[src/rtl/partition_sweep_pkg.sv]
// -----------------------------------------------------------------------------
// partition_sweep_pkg
//   Shared definitions for the partition sweep controller: default widths,
//   the sweep FSM state encoding and a constant-foldable ceil(log2) helper.
//   No ports (package).
// -----------------------------------------------------------------------------
package partition_sweep_pkg;

   localparam int DEF_NUM_IN     = 7;
   localparam int DEF_NUM_OUT    = 4;
   localparam int DEF_SETTLE_CYC = 1;

   typedef enum logic [2:0] {
      ST_IDLE    = 3'd0,
      ST_DRIVE   = 3'd1,
      ST_SETTLE  = 3'd2,
      ST_CAPTURE = 3'd3,
      ST_EMIT    = 3'd4,
      ST_FINISH  = 3'd5
   } sweep_state_t;

   // ceil(log2(value)), never below 1 so it is always usable as a vector width
   function automatic int clog2(input int value);
      int result;
      result = 1;
      for (int i = 1; i < 31; i++) begin
         if ((1 << i) < value) begin
            result = i + 1;
         end
      end
      return result;
   endfunction

endpackage

[src/rtl/partition_popcount.sv]
// -----------------------------------------------------------------------------
// partition_popcount
//   Combinational population count of the exact/approximate difference vector,
//   i.e. the Hamming distance of one partition evaluation.
//   Ports:
//     bits   in  NUM_OUT  difference vector (exact ^ approx)
//     count  out CW       number of set bits
// -----------------------------------------------------------------------------
module partition_popcount
#(
   parameter int NUM_OUT = 4,
   parameter int CW      = 3
) (
   input  logic [NUM_OUT-1:0] bits,
   output logic [CW-1:0]      count
);

   // sum the individual difference bits
   always_comb begin
      count = '0;
      for (int i = 0; i < NUM_OUT; i++) begin
         count = count + CW'(bits[i]);
      end
   end

endmodule

[src/rtl/partition_sweep_ctrl.sv]
// -----------------------------------------------------------------------------
// partition_sweep_ctrl
//   Drives every input vector 0..2^NUM_IN-1 into an exact and an approximate
//   combinational partition, captures both outputs after a settle time and
//   streams one (vector, approx output, mismatch) record per vector over a
//   valid/ready interface while accumulating mismatch count and Hamming sum.
//   Ports:
//     clk        in   1            rising-edge clock
//     rst_n      in   1            asynchronous active-low reset
//     start      in   1            begins a sweep when idle
//     abort      in   1            ends the sweep without a done pulse
//     pi         out  NUM_IN       vector driven to both partitions
//     po_exact   in   NUM_OUT      exact partition output
//     po_approx  in   NUM_OUT      approximate partition output
//     out_valid  out  1            record valid
//     out_ready  in   1            sink accepts the record
//     out_vec    out  NUM_IN       vector of the record
//     out_po     out  NUM_OUT      captured approximate output
//     out_mis    out  1            exact/approx mismatch for this vector
//     busy       out  1            sweep in progress
//     done       out  1            pulse after the last record is accepted
//     err_cnt    out  NUM_IN+1     number of mismatching vectors
//     hd_sum     out  NUM_IN+CW    sum of Hamming distances
// -----------------------------------------------------------------------------
module partition_sweep_ctrl
   import partition_sweep_pkg::*;
#(
   parameter int  NUM_IN     = DEF_NUM_IN,
   parameter int  NUM_OUT    = DEF_NUM_OUT,
   parameter int  SETTLE_CYC = DEF_SETTLE_CYC,
   localparam int CW         = clog2(NUM_OUT + 1)
) (
   input  logic                 clk,
   input  logic                 rst_n,
   input  logic                 start,
   input  logic                 abort,
   output logic [NUM_IN-1:0]    pi,
   input  logic [NUM_OUT-1:0]   po_exact,
   input  logic [NUM_OUT-1:0]   po_approx,
   output logic                 out_valid,
   input  logic                 out_ready,
   output logic [NUM_IN-1:0]    out_vec,
   output logic [NUM_OUT-1:0]   out_po,
   output logic                 out_mis,
   output logic                 busy,
   output logic                 done,
   output logic [NUM_IN:0]      err_cnt,
   output logic [NUM_IN+CW-1:0] hd_sum
);

   localparam int SCW = clog2(SETTLE_CYC + 1);

   // vec carries one extra bit so the last-vector compare can never alias after a wrap
   localparam logic [NUM_IN:0]  LAST_VEC    = {1'b0, {NUM_IN{1'b1}}};
   localparam logic [NUM_IN:0]  VEC_ONE     = (NUM_IN + 1)'(1);
   localparam logic [SCW-1:0]   SETTLE_INIT = SCW'(SETTLE_CYC);
   localparam logic [SCW-1:0]   SETTLE_ONE  = SCW'(1);

   sweep_state_t         state;
   logic [NUM_IN:0]      vec;
   logic [SCW-1:0]       settle_cnt;
   logic [NUM_OUT-1:0]   diff;
   logic [CW-1:0]        hd;
   logic                 mis;

   assign diff = po_exact ^ po_approx;
   assign mis  = |diff;

   partition_popcount #(
      .NUM_OUT (NUM_OUT),
      .CW      (CW)
   ) u_popcount (
      .bits  (diff),
      .count (hd)
   );

   // sweep FSM, vector/settle counters, record registers and error accumulators
   always_ff @(posedge clk or negedge rst_n) begin
      if (!rst_n) begin
         state      <= ST_IDLE;
         vec        <= '0;
         settle_cnt <= '0;
         pi         <= '0;
         out_valid  <= 1'b0;
         out_vec    <= '0;
         out_po     <= '0;
         out_mis    <= 1'b0;
         busy       <= 1'b0;
         done       <= 1'b0;
         err_cnt    <= '0;
         hd_sum     <= '0;
      end else if (abort) begin
         // partial accumulators and the last record stay visible after an abort
         state     <= ST_IDLE;
         busy      <= 1'b0;
         out_valid <= 1'b0;
         done      <= 1'b0;
      end else begin
         done <= 1'b0;
         case (state)
            ST_IDLE: begin
               if (start) begin
                  err_cnt <= '0;
                  hd_sum  <= '0;
                  vec     <= '0;
                  busy    <= 1'b1;
                  state   <= ST_DRIVE;
               end
            end
            ST_DRIVE: begin
               // pi only ever moves here, so both partitions see a stable vector until the handshake
               pi         <= vec[NUM_IN-1:0];
               settle_cnt <= SETTLE_INIT;
               state      <= ST_SETTLE;
            end
            ST_SETTLE: begin
               settle_cnt <= settle_cnt - SETTLE_ONE;
               if (settle_cnt <= SETTLE_ONE) begin
                  state <= ST_CAPTURE;
               end
            end
            ST_CAPTURE: begin
               out_vec   <= vec[NUM_IN-1:0];
               out_po    <= po_approx;
               out_mis   <= mis;
               err_cnt   <= err_cnt + {{NUM_IN{1'b0}}, mis};
               hd_sum    <= hd_sum + {{NUM_IN{1'b0}}, hd};
               out_valid <= 1'b1;
               state     <= ST_EMIT;
            end
            ST_EMIT: begin
               if (out_valid && out_ready) begin
                  out_valid <= 1'b0;
                  if (vec == LAST_VEC) begin
                     busy  <= 1'b0;
                     done  <= 1'b1;
                     state <= ST_FINISH;
                  end else begin
                     vec   <= vec + VEC_ONE;
                     state <= ST_DRIVE;
                  end
               end
            end
            ST_FINISH: begin
               state <= ST_IDLE;
            end
            default: begin
               state <= ST_IDLE;
            end
         endcase
      end
   end

endmodule
[config.mk]
export PLATFORM = sky130hd
export DESIGN_NAME = partition_sweep_ctrl
export DESIGN_NICKNAME = d
export VERILOG_FILES = /design/src/rtl/partition_sweep_pkg.sv /design/src/rtl/partition_popcount.sv /design/src/rtl/partition_sweep_ctrl.sv
export SDC_FILE = /design/constraint.sdc
export NUM_CORES = 1
export LEC_CHECK = 0
export ABC_CLOCK_PERIOD_IN_PS = 2400
export BUFFER_PORTS_ARGS = -buffer_cell sky130_fd_sc_hd__buf_2
export CAP_MARGIN = 20
export CORE_ASPECT_RATIO = 0.5
export CORE_UTILIZATION = 45
export CTS_CLUSTER_DIAMETER = 100
export DETAILED_ROUTE_END_ITERATION = 16
export PLACE_DENSITY = 0.68
export SLEW_MARGIN = 15
export SYNTH_ARGS = -nofsm -noshare
export SYNTH_HDL_FRONTEND = slang
export SYNTH_SLANG_ARGS = --single-unit
[constraint.sdc]
create_clock -name clk -period 2.4 [get_ports clk]
set_input_delay 0.12 -clock clk [delete_from_list [all_inputs] [get_ports clk]]
set_output_delay 0.12 -clock clk [all_outputs]
set_load 0.01 [all_outputs]
==> results.toml <==
[yosys]
avgSynthCellArea_sq_um = 9.93
ys_ff_latch = 51
synth_area_sq_um = 2590
ys.flop_type = "dfrtp_1"
synth_area_leader_cell = "dfrtp_1"
yosysSeqAreaShare = 0.493
synthesis.nets = 285
synthAdderAreaFrac = 0.0589
netlist.area_leader.share = 0.493
synth_top_family_by_area = "simple AND/OR/NAND/NOR gates"
synth_edf_count = 0
syn_inst = 261
ys_types = 52
synth_compound_area_frac = 0.128
synthArstFlopShare = 1.00
yosys.area_share.simple = 0.219
synth_xor_area_frac = 0.0203
yosysWarnings = 0
synth_mux_area_frac = 0.0459
ys_top_cells_by_area = "dfrtp_1 49%, nand2_1 7.8%, ha_1 4.3%"

[finish]
drive_above_1_share = 0.276
regArea_sq_um = 1280
final_cell_mix = "54 x nand2_1, 52 x buf_2, 51 x dfrtp_1"
final_nets = 342
diodes = 0
multi_input_area_sq_um = 1270
final_common_cell = "nand2_1"
area_growth_pct = 23.0
n_fill_cell = 483

[routing]
first_iter_violations = 74
finalWirelength_um = 5460
first_pass_iters = 4
vias = 2132
drt-vias-per-instance = 5.44
wl_per_cell_um = 13.9
drcViolationCount = 0
ant_nets = 0

[place]
gp_congestion = 0.793
hpwl_um = 4000
portBuffers = 52
pre_cts_slack_ns = -0.295

[setup_path]
timing.critical_path.arrival_ns = 2.49
critPathMaxFanout = 3
critPathLaunchType = "input port"
critical_path_class = "in2reg"
crit_family = "adder cells"
path_cells = "buf_2, xor2_2, inv_1, ha_1, inv_1, fa_2, inv_2, ha_4, ha_1, a21o_1, a21oi_2, or4b_1, mux2i_1"
path_buf_inv = 4
endpoint_kind = "flip-flop"
critPathRequiredTime_ns = 2.57
max_stage_delay_ns = 0.52
critPathSlowestCell = "or4b_1"

[sta]
min_period_ns = 2.33
fmax_ghz = 0.430
rsz0062_at_grt = "no"
fin_skew_ns = 0.00531
finalSetupTns_ns = 0
hold_ws_ns = 0.0574
tightest_slew_ns = 0.527
hold_viol = 0
setup_ws_ns = 0.0728
slew_viol_final = 0
finalSetupViolCount = 0
slew_headroom = 0.647
fin_crit_sh = 0.970

[floorplan]
core_sq_um = 5520
die_y_um = 55.7
placementRows = 19
dieArea_sq_um = 6080
chipWidth_um = 109
io_pins = 53
start_util = 0.470

[run_status]
status = "completed"

[clocking]
insertion_delay_ns = 0.29
path_clk_slew_ns = 0.06
numCtsBuffers = 5
cts_sinks = 51
cts_tree = "done"
htreeDepth = 2
clockBufferDepth = 2
clockRootBuffer = "clkbuf_16"

[pwr]
swShare = 0.264
vdd_drop_max_mv = 0.353
power_frac_clock = 0.385
p_per_area_nw_per_um2 = 682
internal_power_mw = 1.60
pwr-share-comb = 0.167
seqPwrFrac = 0.448
power_switching_mw = 0.575
p_leak_nw = 1.66

[global_routing]
grt_usage = 0.199
grt_max_degree = 25
antenna_found_initial = 0
grt_remaining_overflow = 0
grt_pass1_vias = 1927
grt_pass1_wl_um = 9230

[run]
drv_cap = 0

[worst_hold_path]
hold_path_class = "in2reg"
## layer usage
layer  up-vias  part of all wire  track usage
met5         -                 0            0
met4         0             0.016       0.0686
met2        39              0.45        0.290
li1       1046                 -            -
met1      1037              0.50        0.289
met3        10             0.037       0.0468
## cell usage after synthesis (2+ instances only)
| master | instances |
|---|---|
| a21o_1 | 2 |
| a21oi_1 | 6 |
| a31oi_1 | 4 |
| and3_1 | 7 |
| buf_2 | 7 |
| clkbuf_1 | 5 |
| dfrtp_1 | 51 |
| fa_1 | 2 |
| ha_1 | 9 |
| inv_1 | 10 |
| mux2_2 | 7 |
| mux2i_1 | 4 |
| nand2_1 | 54 |
| nand3_1 | 15 |
| nand4_1 | 4 |
| nor2_1 | 5 |
| nor2b_1 | 3 |
| nor3_1 | 5 |
| nor3_2 | 2 |
| o21a_1 | 3 |
| o21ai_0 | 17 |
| o22a_1 | 3 |
| o31ai_1 | 2 |
| o41ai_1 | 2 |
| xnor2_1 | 5 |
## stage by stage
stage / total power, mW / cell area (sq um) / std cells / utilization
after CTS: 2.20 / 3170 / 391 / 0.574
final: 2.17 / 3190 / 392 / 0.578
after floorplan: 1.22 / 2620 / 261 / -
after detailed placement: 1.35 / 2980 / 382 / 0.540
after global routing: 2.30 / 3190 / 392 / 0.578
after global placement: 1.34 / 2980 / 382 / 0.540
## worst paths after layout
| kind | from | endpoint | slack, ns | depth (start not counted) |
|---|---|---|---|---|
| worst max-delay path | po_exact[1] | hd_sum[7]$_DFFE_PN0P_ | 0.07 | 13 |
| worst min-delay path | po_approx[0] | out_po[0]$_DFFE_PN0P_ | 0.06 | 3 |
| worst max register to register | state[2]$_DFFE_PN0P_ | vec[5]$_DFFE_PN0P_ | 0.53 | 4 |
| worst min register to register | out_vec[2]$_DFFE_PN0P_ | out_vec[2]$_DFFE_PN0P_ | 0.47 | 2 |
| max in group asynchronous | rst_n | vec[5]$_DFFE_PN0P_ | 1.55 | 3 |
| min in group asynchronous | rst_n | err_cnt[4]$_DFFE_PN0P_ | 0.24 | 2 |
## tightest hold or removal path, cell delays in order
cell and delay (ns):
buf_2 0.09, nand2_1 0.04, nand2_1 0.05
## sequential cells by signal (all words and copies together), names as in the netlist
name / count
busy: 1
done: 1
err_cnt: 8
hd_sum: 10
out_mis: 1
out_po: 4
out_valid: 1
out_vec: 7
pi: 7
state: 3
vec: 8
## final cells by class
class | count | share of cell area
clock buffer | 6 | 0.0436
clock inverter | 2 | 0.0122
inverter | 10 | 0.0118
multi-input combinational | 188 | 0.398
sequential | 51 | 0.400
tap | 73 | 0.0286
timing repair buffer | 62 | 0.106
## power groups by stage
stage	combinational [mW]	clock [mW]	sequential (mW)
3_3_place_gp	0.355	0	0.988
2_1_floorplan	0.217	0	0.999
3_5_place_dp	0.362	0	0.991
4_1_cts	0.365	0.857	0.974
5_1_grt	0.407	0.906	0.983
6_report	0.363	0.837	0.975
## kinds of logic (layout without fill, tap and decap cells)
family | count (synthesis) | after routing
AO/OA/AOI/OAI | 50 | 50
AND/OR/NAND/NOR | 110 | 110
multiplexers | 11 | 11
buffers and inverters | 22 | 80
adder cells (fa/ha/maj) | 11 | 11
XOR/XNOR | 6 | 6
flip-flops | 51 | 51
## what timing repair did
action                                 4_1_cts  5_1_grt
resized for setup                            0        3
setup endpoints to repair                    0        6
hold buffers                                 1        0
buffers inserted                             0        1
endpoints found under the hold margin       11        0
(Power assumes the default switching activity.)
